<file path="src/rtl/regfile_param.sv">
// rtl/regfile_param.sv - parametrised register file with registered reads and a debug-dump stream engine
// Optional write-to-read bypass selected by defining REGFILE_BYPASS_EN.
module regfile_param #(
  parameter int DATA_W   = 16,
  parameter int ADDR_W   = 3,
  parameter int ZERO_REG = 0
) (
  input  logic              CLK,
  input  logic              reset,
  input  logic              RFwrite,
  input  logic [ADDR_W-1:0] regA,
  input  logic [ADDR_W-1:0] regB,
  input  logic [ADDR_W-1:0] regDisp,
  input  logic [ADDR_W-1:0] regW,
  input  logic [DATA_W-1:0] dataW,
  output logic [DATA_W-1:0] dataA,
  output logic [DATA_W-1:0] dataB,
  output logic [DATA_W-1:0] dataDisp,
  input  logic              dump_start,
  input  logic              dump_ready,
  output logic              dump_valid,
  output logic [ADDR_W-1:0] dump_idx,
  output logic [DATA_W-1:0] dump_data,
  output logic              dump_busy
);
  localparam int NUM_REGS = 2 ** ADDR_W;

  typedef enum logic [1:0] {IDLE, FETCH, SEND} state_t;

  state_t            state, state_next;
  logic [DATA_W-1:0] regs [NUM_REGS];
  logic              wr_en;

  assign wr_en = RFwrite && !(ZERO_REG != 0 && regW == '0);

  // Array read with the zero-register rule; the dump engine uses this directly.
  function automatic logic [DATA_W-1:0] array_read(input logic [ADDR_W-1:0] idx);
    if (ZERO_REG != 0 && idx == '0) return '0;
    return regs[idx];
  endfunction

  function automatic logic [DATA_W-1:0] port_read(input logic [ADDR_W-1:0] idx);
    if (ZERO_REG != 0 && idx == '0) return '0;
`ifdef REGFILE_BYPASS_EN
    if (RFwrite && idx == regW) return dataW;
`endif
    return regs[idx];
  endfunction

  always_ff @(posedge CLK) begin
    if (reset) begin
      for (int i = 0; i < NUM_REGS; i++) regs[i] <= '0;
      dataA    <= '0;
      dataB    <= '0;
      dataDisp <= '0;
    end else begin
      dataA    <= port_read(regA);
      dataB    <= port_read(regB);
      dataDisp <= port_read(regDisp);
      if (wr_en) regs[regW] <= dataW;
    end
  end

  always_comb begin
    state_next = state;
    case (state)
      IDLE:    if (dump_start) state_next = FETCH;
      FETCH:   state_next = SEND;
      SEND:    if (dump_ready) state_next = (dump_idx == '1) ? IDLE : FETCH;
      default: state_next = IDLE;
    endcase
  end

  assign dump_valid = (state == SEND);
  assign dump_busy  = (state != IDLE);

  // dump_data is only loaded in FETCH, so CPU writes during a stalled SEND never disturb it.
  always_ff @(posedge CLK) begin
    if (reset) begin
      state     <= IDLE;
      dump_idx  <= '0;
      dump_data <= '0;
    end else begin
      state <= state_next;
      if (state == IDLE && dump_start) dump_idx <= '0;
      if (state == FETCH) dump_data <= array_read(dump_idx);
      if (state == SEND && dump_ready && dump_idx != '1) dump_idx <= dump_idx + 1'b1;
    end
  end

endmodule

</file>
<file path="config.mk">
export PLATFORM = sky130hd
export DESIGN_NAME = regfile_param
export DESIGN_NICKNAME = d
export VERILOG_FILES = /design/src/rtl/regfile_param.sv
export SDC_FILE = /design/constraint.sdc
export NUM_CORES = 1
export LEC_CHECK = 0
export ABC_AREA = 1
export CAP_MARGIN = 20
export CORE_MARGIN = 3
export CORE_UTILIZATION = 61
export DETAILED_ROUTE_END_ITERATION = 6
export HOLD_SLACK_MARGIN = 0.15
export PLACE_DENSITY_LB_ADDON = 0.12
export SLEW_MARGIN = 20
export SYNTH_ARGS = -nofsm -noshare
export SYNTH_HDL_FRONTEND = slang
export SYNTH_SLANG_ARGS = --single-unit
</file>
<file path="constraint.sdc">
create_clock -name CLK -period 4.28 [get_ports CLK]
set_input_delay 0.856 -clock CLK [delete_from_list [all_inputs] [get_ports CLK]]
set_output_delay 0.856 -clock CLK [all_outputs]
set_load 0.01 [all_outputs]
</file>
==> impl_metrics.tcl <==
set metrics [dict create \
    grt_pass1_vias 9797 \
    gp_congestion 1.00 \
    synth_top_area_share_pct 34.2 \
    antenna_cells 0 \
    pwr_density_cell_nw_per_um2 366 \
    worst_pin_slew_ps 1110 \
    port_buffers 101 \
    cts_setup_buffers 0 \
    regToRegSetupSlack_ps 1840 \
    cts_resized 0 \
    clk_pin_slew_worst_paths_ps 80 \
    status "complete, no violations" \
    synth_area_leader_cell "edfxtp_1" \
    die-area_um2 20100 \
    syn_to_final_growth_pct 12.6 \
    grt_remaining_overflow 0 \
    synthCells 1539 \
    fin_area_um2 12700 \
    seq_area_frac_synth_pct 46.4 \
    synth_nets 1574 \
    fp.dieW_um 142 \
    avgSynthCellArea_um2 7.31 \
    p_leak_nw 5.52 \
    drive_gt1_share_pct 4.57 \
    finalWorstSetupSlack_ps 1710 \
    ys_seq_elements 197 \
    fin_skew_ps 8.99 \
    insertion_delay_ps 440 \
    max_freq_ghz 0.389 \
    cts_buffers 17 \
    crit_chain "clkdlybuf4s50_1 -> inv_2 -> nand2_2 -> nor2_4 -> nand2_2 -> nand2_1" \
    final_core_util_pct 70.3 \
    synth_cell_types 20 \
    mostFrequentLayoutCell "nand2_1" \
    cpMostUsedCell "nand2_2" \
    cts_tree "built" \
    final_nets 1599 \
    die_y_um 142 \
    netlist_area_um2 11300 \
    antenna_found_initial 0 \
    drt-total-wl_mm 36.3 \
    worstPathMaxFanout 17 \
    critPathMaxStageDelay_ps 650 \
    drc_errors 0 \
    yosys-top-cells-area "edfxtp_1 34%, dfxtp_1 12%, nand2_1 10%" \
    drv_slew 0 \
    pre_cts_slack_ps 1280 \
    worstSetupPathType "primary input to register" \
    worstSetupEndpointType "register" \
    cts_hold_buffers 0 \
    final_cell_mix "305 x nand2_1, 230 x nor2_1, 164 x a21oi_1" \
    startpoint_type "primary input" \
    setup_viol 0 \
    ctsHtreeMaxLevel 4 \
    fin_setup_tns_ps 0 \
    rsz0062_at_grt "no" \
    viasPerCell 6.15 \
    placed_area_um2 12100 \
    hold_violations 0 \
    first_pass_iters 6 \
    cts_sinks 197 \
    ir_drop_mv 0.284 \
    max-slew-margin-rel_pct 26.0 \
    fin_crit_ps 2570 \
    rows 49 \
    crit_path_top_delay_cell "nand2_1" \
    min_period_over_period_pct 60.0 \
    clockBufferDepth 2 \
    hpwl_mm 25.5 \
    maxCapViolCount 0 \
    wl_per_cell_um 20.1 \
    clockRootBuffer "clkbuf_16" \
    grt_max_degree 97 \
    grt_first_pass_wirelength_mm 55.4 \
    critPathArrivalTime_ps 2640 \
    hold_path_class "register to register" \
    coreArea_um2 18000 \
    drtIter0Drc 2063 \
    cp_data_required_time_ps 4350 \
    yosys_warnings 0 \
    io-pin-count 102 \
    track_usage_pct 35.9 \
    start_util_pct 62.4 \
    dr_total_vias 11108 \
    ant_nets 0 \
]
synth_stat cells:
master	count
inv_2	8
buf_4	8
o21ai_0	134
buf_1	7
nand2_1	305
inv_1	156
buf_2	55
buf_6	9
nand2_2	9
nor2_4	2
clkbuf_1	32
o21ai_1	27
nand3_1	145
nor2_2	1
edfxtp_1	128
ha_1	2
dfxtp_1	69
o211ai_1	48
nor2_1	230
a21oi_1	164
worst max-delay path, delay by kind of cell:
| kind | cells | cell delay (ps) |
|---|---|---|
| buffers and inverters | 2 | 600 |
| and+or+nand+nor | 4 | 1180 |
layer usage:
| metal | vias up | GRT usage [%] | routed length [um] |
|---|---|---|---|
| li1 | 5134 | - | - |
| met1 | 5025 | 53.0 | 14300 |
| met2 | 879 | 51.6 | 15200 |
| met3 | 70 | 11.2 | 6060 |
| met4 | 0 | 9.70 | 809 |
| met5 | - | 0 | 0 |
flip-flops by register name (all words and copies together), names as in the netlist:
name / count
regs: 128
dataA: 16
dataB: 16
dataDisp: 16
dump_data: 16
dump_idx: 3
state: 2
final cells by class:
class | count | area (um^2)
repair buffers | 117 | 1120
well taps | 229 | 287
fillers | 1497 | 5350
flip-flops and latches | 197 | 5230
multi-input cells | 1067 | 4840
clock inverters | 15 | 161
clock buffers | 17 | 425
inverters | 164 | 616
cell families (layout without fill, tap and decap cells):
group                      after synthesis  after routing  share of synthesized area [%]
and+or+nand+nor                        692            692                           25.0
AOI/OAI and AO/OA                      373            373                           17.7
buffers and inverters                  275            313                           10.7
DFF                                    197            197                           46.4
adders and majority gates                2              2                          0.222
metrics by stage:
step,hold WS (ps),cells,power [mW]
final,487,1806,4.64
after global routing,489,1806,4.80
after CTS,485,1805,4.61
after detailed placement,471,1773,3.06
after global placement,467,1773,3.04
after floorplan,534,1539,2.74
final timing paths:
kind,to,start,depth (start not counted)
worst max-delay path,regs[3][5],reset,6
worst min-delay path,dump_idx[0],dump_idx[0],1
worst max register to register,dump_data[1],dump_idx[0],7
worst min register to register,dump_idx[0],dump_idx[0],1
power by group:
| part | total (mW) | leakage [nW] | switching [mW] | internal [mW] |
|---|---|---|---|---|
| Sequential | 2.26 | 1.80 | 0.103 | 2.16 |
| Combinational | 0.789 | 3.43 | 0.509 | 0.279 |
| Clock | 1.59 | 0.291 | 0.811 | 0.784 |
Power figures use the tool's default switching activity.
